**src/rtl/cannon_shot_scheduler_if.sv**
```systemverilog
// Bundles the shot scheduler's game-side inputs and sprite-side outputs.
// master drives game inputs and observes shots; slave is the scheduler itself.
interface cannon_shot_scheduler_if #(
  parameter int unsigned NSHOTS = 4
) ();

  logic                     frame_tick;
  logic [7:0]               keycode;
  logic [2:0]               game_state;
  logic [9:0]               DoodleX;
  logic [9:0]               DoodleY;

  logic [NSHOTS-1:0]        shot_valid;
  logic [10*NSHOTS-1:0]     shot_x;
  logic [10*NSHOTS-1:0]     shot_y;
  logic                     fire_ack;
  logic                     fire_drop;
  logic                     cooldown_busy;
  logic [7:0]               shots_fired;

  modport master (
    output frame_tick, keycode, game_state, DoodleX, DoodleY,
    input  shot_valid, shot_x, shot_y, fire_ack, fire_drop, cooldown_busy, shots_fired
  );

  modport slave (
    input  frame_tick, keycode, game_state, DoodleX, DoodleY,
    output shot_valid, shot_x, shot_y, fire_ack, fire_drop, cooldown_busy, shots_fired
  );

endinterface

```
**src/rtl/cannon_shot_scheduler.sv**
```systemverilog
// Turns fire-key presses into rate-limited projectile shots, moves them up once per frame
// and retires them near the top of the screen.
module cannon_shot_scheduler #(
  parameter int unsigned NSHOTS          = 4,
  parameter int unsigned FIRE_KEY        = 30,
  parameter int unsigned SHOT_SPEED      = 7,
  parameter int unsigned COOLDOWN_FRAMES = 8,
  parameter int unsigned Y_TOP           = 25
) (
  input  logic                     Clk,
  input  logic                     Reset,
  cannon_shot_scheduler_if.slave   bus
);

  localparam int unsigned IdxW     = (NSHOTS > 1) ? $clog2(NSHOTS) : 1;
  localparam logic [9:0]  RetireY  = 10'(Y_TOP + SHOT_SPEED);
  localparam logic [9:0]  Speed    = 10'(SHOT_SPEED);
  localparam logic [3:0]  CoolLoad = 4'(COOLDOWN_FRAMES);
  localparam logic [7:0]  FireKey  = 8'(FIRE_KEY);

  typedef enum logic [1:0] {StIdle, StPlay, StPause} mode_e;

  logic [NSHOTS-1:0]        r_valid, w_valid_d;
  logic [NSHOTS-1:0][9:0]   r_x, w_x_d;
  logic [NSHOTS-1:0][9:0]   r_y, w_y_d;
  logic [3:0]               r_cooldown, w_cooldown_d;
  logic [7:0]               r_shots_fired, w_shots_fired_d;
  logic                     r_pending, w_pending_d;
  logic                     r_key_prev;
  logic                     r_fire_ack, w_fire_ack_d;
  logic                     r_fire_drop, w_fire_drop_d;

  mode_e                    w_mode;
  logic                     w_key_now;
  logic                     w_edge;
  logic                     w_pending_nx;
  logic                     w_free_found;
  logic [IdxW-1:0]          w_free_idx;

  always_comb begin
    case (bus.game_state)
      3'b001:  w_mode = StPlay;
      3'b010:  w_mode = StPause;
      default: w_mode = StIdle;
    endcase
  end

  assign w_key_now    = (bus.keycode == FireKey);
  assign w_edge       = w_key_now & ~r_key_prev;
  // An edge arriving on a tick cycle is serviced on that same tick.
  assign w_pending_nx = r_pending | w_edge;

  // Lowest-index slot free before this tick; slots retiring now are not eligible.
  always_comb begin
    w_free_found = 1'b0;
    w_free_idx   = '0;
    for (int i = 0; i < NSHOTS; i++) begin
      if (!r_valid[i] && !w_free_found) begin
        w_free_found = 1'b1;
        w_free_idx   = i[IdxW-1:0];
      end
    end
  end

  always_comb begin
    w_valid_d       = r_valid;
    w_x_d           = r_x;
    w_y_d           = r_y;
    w_cooldown_d    = r_cooldown;
    w_shots_fired_d = r_shots_fired;
    w_pending_d     = r_pending;
    w_fire_ack_d    = 1'b0;
    w_fire_drop_d   = 1'b0;

    case (w_mode)
      StPlay: begin
        w_pending_d = w_pending_nx;
        if (bus.frame_tick) begin
          for (int i = 0; i < NSHOTS; i++) begin
            if (r_valid[i]) begin
              // Compare before subtracting so y never wraps below zero.
              if (r_y[i] < RetireY) begin
                w_valid_d[i] = 1'b0;
              end else begin
                w_y_d[i] = r_y[i] - Speed;
              end
            end
          end

          if (r_cooldown != 4'd0) begin
            w_cooldown_d = r_cooldown - 4'd1;
          end

          if (w_pending_nx) begin
            if ((r_cooldown == 4'd0) && w_free_found) begin
              w_valid_d[w_free_idx] = 1'b1;
              w_x_d[w_free_idx]     = bus.DoodleX;
              w_y_d[w_free_idx]     = bus.DoodleY;
              w_cooldown_d          = CoolLoad;
              w_shots_fired_d       = r_shots_fired + 8'd1;
              w_fire_ack_d          = 1'b1;
            end else begin
              w_fire_drop_d = 1'b1;
            end
          end
          w_pending_d = 1'b0;
        end
      end

      StPause: begin
        w_pending_d = 1'b0;
      end

      default: begin
        w_valid_d    = '0;
        w_pending_d  = 1'b0;
        w_cooldown_d = 4'd0;
      end
    endcase
  end

  always_ff @(posedge Clk) begin
    if (Reset) begin
      r_valid       <= '0;
      r_x           <= '0;
      r_y           <= '0;
      r_cooldown    <= 4'd0;
      r_shots_fired <= 8'd0;
      r_pending     <= 1'b0;
      r_key_prev    <= 1'b0;
      r_fire_ack    <= 1'b0;
      r_fire_drop   <= 1'b0;
    end else begin
      r_valid       <= w_valid_d;
      r_x           <= w_x_d;
      r_y           <= w_y_d;
      r_cooldown    <= w_cooldown_d;
      r_shots_fired <= w_shots_fired_d;
      r_pending     <= w_pending_d;
      r_key_prev    <= w_key_now;
      r_fire_ack    <= w_fire_ack_d;
      r_fire_drop   <= w_fire_drop_d;
    end
  end

  assign bus.shot_valid    = r_valid;
  assign bus.shot_x        = r_x;
  assign bus.shot_y        = r_y;
  assign bus.fire_ack      = r_fire_ack;
  assign bus.fire_drop     = r_fire_drop;
  assign bus.cooldown_busy = (r_cooldown != 4'd0);
  assign bus.shots_fired   = r_shots_fired;

endmodule

```
**src/flat_wrapper.sv**
```systemverilog
// flat-port wrapper written by rule: the top's interface ports become plain ports
module cannon_shot_scheduler_flat 
#(
  parameter int unsigned NSHOTS          = 4,
  parameter int unsigned FIRE_KEY        = 30,
  parameter int unsigned SHOT_SPEED      = 7,
  parameter int unsigned COOLDOWN_FRAMES = 8,
  parameter int unsigned Y_TOP           = 25
)
  (Clk, Reset, bus_frame_tick, bus_keycode, bus_game_state, bus_DoodleX, bus_DoodleY, bus_shot_valid, bus_shot_x, bus_shot_y, bus_fire_ack, bus_fire_drop, bus_cooldown_busy, bus_shots_fired);
  cannon_shot_scheduler_if #(.NSHOTS(NSHOTS)) bus_i ();
  input  logic Clk;
  input  logic Reset;
  input wire logic [$bits(bus_i.frame_tick)-1:0] bus_frame_tick;
  input wire logic [$bits(bus_i.keycode)-1:0] bus_keycode;
  input wire logic [$bits(bus_i.game_state)-1:0] bus_game_state;
  input wire logic [$bits(bus_i.DoodleX)-1:0] bus_DoodleX;
  input wire logic [$bits(bus_i.DoodleY)-1:0] bus_DoodleY;
  output wire logic [$bits(bus_i.shot_valid)-1:0] bus_shot_valid;
  output wire logic [$bits(bus_i.shot_x)-1:0] bus_shot_x;
  output wire logic [$bits(bus_i.shot_y)-1:0] bus_shot_y;
  output wire logic [$bits(bus_i.fire_ack)-1:0] bus_fire_ack;
  output wire logic [$bits(bus_i.fire_drop)-1:0] bus_fire_drop;
  output wire logic [$bits(bus_i.cooldown_busy)-1:0] bus_cooldown_busy;
  output wire logic [$bits(bus_i.shots_fired)-1:0] bus_shots_fired;
  assign bus_i.frame_tick = bus_frame_tick;
  assign bus_i.keycode = bus_keycode;
  assign bus_i.game_state = bus_game_state;
  assign bus_i.DoodleX = bus_DoodleX;
  assign bus_i.DoodleY = bus_DoodleY;
  assign bus_shot_valid = bus_i.shot_valid;
  assign bus_shot_x = bus_i.shot_x;
  assign bus_shot_y = bus_i.shot_y;
  assign bus_fire_ack = bus_i.fire_ack;
  assign bus_fire_drop = bus_i.fire_drop;
  assign bus_cooldown_busy = bus_i.cooldown_busy;
  assign bus_shots_fired = bus_i.shots_fired;
  cannon_shot_scheduler #(.NSHOTS(NSHOTS), .FIRE_KEY(FIRE_KEY), .SHOT_SPEED(SHOT_SPEED), .COOLDOWN_FRAMES(COOLDOWN_FRAMES), .Y_TOP(Y_TOP)) u_core (.Clk(Clk), .Reset(Reset), .bus(bus_i));
endmodule
```
**config.mk**
```make
export PLATFORM = sky130hd
export DESIGN_NAME = cannon_shot_scheduler_flat
export DESIGN_NICKNAME = d
export VERILOG_FILES = /design/src/rtl/cannon_shot_scheduler_if.sv /design/src/rtl/cannon_shot_scheduler.sv /design/src/flat_wrapper.sv
export SDC_FILE = /design/constraint.sdc
export NUM_CORES = 1
export LEC_CHECK = 0
export ABC_CLOCK_PERIOD_IN_PS = 3750
export BUFFER_PORTS_ARGS = -buffer_cell sky130_fd_sc_hd__buf_2
export CAP_MARGIN = 20
export CORE_ASPECT_RATIO = 1.2
export CORE_MARGIN = 2
export CORE_UTILIZATION = 45
export CTS_CLUSTER_DIAMETER = 60
export CTS_CLUSTER_SIZE = 20
export DETAILED_ROUTE_END_ITERATION = 8
export PLACE_DENSITY_LB_ADDON = 0.05
export SLEW_MARGIN = 40
export SYNTH_ARGS = -nofsm -noshare
export SYNTH_HDL_FRONTEND = slang
export SYNTH_SLANG_ARGS = --single-unit
```
**constraint.sdc**
```tcl
create_clock -name Clk -period 3.75 [get_ports Clk]
set_input_delay 0.75 -clock Clk [delete_from_list [all_inputs] [get_ports Clk]]
set_output_delay 0.75 -clock Clk [all_outputs]
set_load 0.02 [all_outputs]
```
==> summary.txt <==
layout filler cell count -> 1078
TritonCTS clock tree -> built
Critical Path Fanout Max -> 10
clock network fraction of total power -> 43.9%
Arr. time, crit path -> 2.76 ns
Final setup viols -> 0
Pre-Repair DR Iteration Count -> 5
largest cells by area after synthesis -> dfxtp_1 (40%), a21oi_1 (8.8%), nand2_1 (7.9%)
vias per cell -> 5.987
Switching Fraction -> 24.96%
Worst-Skew Late Latency -> 0.35 ns
cts bufs inserted -> 9
Post-synth EDFFs -> 0
maximum buffer depth of the clock tree -> 2
gr usage total -> 26.34%
I/O Buffers -> 128
ANT nets after route -> 0
PostCTS Resize Cnt -> 0
PwrDens -> 343.8 nW/um^2
antenna violations before repair -> 0
I/O pins -> 129
Final Power -> 0.002069 W
post-synthesis sequential area ratio -> 40.02%
post-synth cell types -> 70
Crit. Startpoint -> u_core.r_cooldown[0]$_SDFFE_PP0P_
power share of the combinational group -> 4.6%
Synth async-reset ratio -> 0%
sink count of the clock tree -> 100
Crit Reg-Reg Startpoint -> u_core.r_cooldown[0]$_SDFFE_PP0P_
hold_ws -> 0.4514 ns
max_cap viols -> 0
Pint -> 0.001552 W
DR DRC count -> 0
Mapped Cells -> 633
R2R Setup Slk -> 1.27 ns
syn avg cell area -> 7.903 um^2
hpwl dp -> 11.02 mm
final slew viol count -> 0
sequential share of power -> 51.4%
Leak Pwr -> 2.360 nW
largest net degree at the start of global routing -> 103
via count -> 5239
Core Region -> 10930 um^2
final wirelength -> 15.87 mm
Fin. Hold Viols -> 0
gpl congestion -> 0.8749
Syn. warnings -> 0
Wirelength per Cell -> 18.14 um
synthesized flop and latch total -> 100
worst min path class -> reg2reg
Main synth FF type -> dfxtp_1
die height -> 119.5 um
clk root buf -> clkbuf_16
max_slew headroom -> 52.24%
synth-to-layout area growth -> 20.29%
Layout Cells excl Fill -> 875
FMAX -> 402.6 MHz
CP Class -> reg2reg
CTS hold repair buffers -> 0
Slew @ Worst Pin -> 0.7065 ns
skew final -> 0.005851 ns
RSZ-0062 raised after global routing -> no
Post-CTS Setup Bufs -> 0
Req. time, crit path -> 4.02 ns
vias in the first global route -> 4768
CTS clk-pin slew, worst paths -> 0.07 ns
Reg2Reg Depth -> 8
share of cells above drive strength 1 -> 23.42%
Final period util -> 66.23%
first-pass GRT wire length -> 25.10 mm
sw power -> 0.0005165 W
Ant. Diodes -> 0
Final #Nets -> 778
commonest non-fill, non-tap cell in the layout -> buf_2
worst vdd ir -> 0.0002340 V
starting density of the core -> 45.76%
DR iter-0 viols -> 314
post-layout min period -> 2.484 ns
Placed Instances -> 858
syn nets -> 673
status -> finished, final reports clean
Synth top area share -> 40.02%
chip width -> 100.2 um
dominant cell type by area after synthesis -> dfxtp_1
Crit. End Element -> flop
htree depth -> 3
GRT overflow -> 0
setup TNS -> 0 ns
die area -> 11980 um^2
r2r endpoint -> u_core.bus.shot_x[24]$_SDFFE_PP0P_
post-synthesis cell area -> 5002 um^2
crit path to -> u_core.bus.shot_x[24]$_SDFFE_PP0P_
Rows -> 42
most frequent cells in the layout -> buf_2 (128), nand2_1 (105), dfxtp_1 (100)
critical path startpoint category -> flop
-- power groups by stage --
| stage | combinational, W | clock, W | sequential [W] |
|---|---|---|---|
| finish | 0.0000959 | 0.000909 | 0.00106 |
| global route | 0.000103 | 0.000962 | 0.00106 |
| CTS | 0.0000955 | 0.000921 | 0.00106 |
| detailed placement | 0.0000951 | 0 | 0.00109 |
| global placement | 0.0000947 | 0 | 0.00109 |
| floorplan | 0.0000386 | 0 | 0.00109 |
-- registers in the layout (all words and copies together) (netlist names) --
| name | flops |
|---|---|
| u_core.bus.fire_ack | 1 |
| u_core.bus.fire_drop | 1 |
| u_core.bus.shot_valid | 4 |
| u_core.bus.shot_x | 40 |
| u_core.bus.shot_y | 40 |
| u_core.bus.shots_fired | 8 |
| u_core.r_cooldown | 4 |
| u_core.r_key_prev | 1 |
| u_core.r_pending | 1 |
-- routing by layer --
layer  up-vias  global-route usage (%)  wire length, um
li1       2527                       -                -
met1      2502                   35.23             6719
met2       194                   42.87             7833
met3        16                   5.358             1067
met4         0                   7.705              251
met5         -                       0                0
-- area by class of cell --
| cell class | instances | area (um^2) | share of cell area (%) |
|---|---|---|---|
| clock buffers | 9 | 225.2 | 3.743 |
| clock inverters | 7 | 58.81 | 0.9773 |
| inverters | 20 | 75.07 | 1.248 |
| multi-input cells | 470 | 2766 | 45.98 |
| flip-flops and latches | 100 | 2002 | 33.27 |
| well taps | 132 | 165.2 | 2.745 |
| repair buffers | 137 | 724.4 | 12.04 |
-- synth_stat cells (3+ instances only) --
library cell,instances
a2111oi_0,3
a21oi_1,88
nand2_1,105
a311oi_1,4
nand2b_1,9
buf_6,3
clkbuf_1,29
buf_1,3
and3_1,3
a32oi_1,3
o221a_2,4
o211ai_1,8
nor3_1,10
xor2_1,3
o31ai_1,5
nor2b_1,5
buf_2,8
nor4_1,7
and2_1,3
or3_1,5
o21ai_0,18
a22oi_1,6
nand4_1,8
inv_1,20
a31oi_1,12
and4b_1,3
ha_1,6
o32ai_1,10
dfxtp_1,100
xnor2_1,6
nand3_1,32
or4_1,7
nand3b_1,4
a211oi_1,8
nor2_1,43
-- how the worst min path moves through the flow --
| stage | end | start | cells after the start | slack (ns) |
|---|---|---|---|---|
| 2_1_floorplan | u_core.r_cooldown[1]$_SDFFE_PP0P_ | u_core.r_cooldown[1]$_SDFFE_PP0P_ | 2 | 0.49 |
| 3_3_place_gp | u_core.bus.shot_x[17]$_SDFFE_PP0P_ | u_core.bus.shot_x[17]$_SDFFE_PP0P_ | 2 | 0.44 |
| 3_5_place_dp | u_core.bus.shot_x[37]$_SDFFE_PP0P_ | u_core.bus.shot_x[37]$_SDFFE_PP0P_ | 2 | 0.44 |
| 4_1_cts | u_core.bus.shot_x[37]$_SDFFE_PP0P_ | u_core.bus.shot_x[37]$_SDFFE_PP0P_ | 2 | 0.45 |
| 5_1_grt | u_core.bus.shot_x[32]$_SDFFE_PP0P_ | u_core.bus.shot_x[32]$_SDFFE_PP0P_ | 2 | 0.47 |
| 6_report | u_core.bus.shot_x[37]$_SDFFE_PP0P_ | u_core.bus.shot_x[37]$_SDFFE_PP0P_ | 2 | 0.45 |
-- stage by stage --
step | utilization [%] | worst slack, ns | instance area, um^2
floorplan | - | 1.387 | 5002
global placement | 52.19 | 0.8016 | 5704
detailed placement | 52.35 | 0.8875 | 5722
CTS | 54.95 | 1.251 | 6006
global route | 55.05 | 1.016 | 6017
finish | 55.05 | 1.266 | 6017
-- worst max-delay path, stage by stage, from the launching register on --
cell and delay, ns:
dfxtp_1 0.33, inv_1 0.06, ha_1 0.18, nor3b_4 0.35
nand3_1 0.33, nor3_2 0.63, buf_4 0.30, nand3_1 0.10
a21oi_1 0.14
-- cells by family after synthesis --
family,Yosys count,synth area share (%)
compound gates,188,23.91
xor+xnor,9,1.576
fa+ha+maj,6,1.501
buf+inv,63,5.378
flops,100,40.02
mux,3,0.6253
simple gates,264,26.99
(Power assumes the default switching activity.)
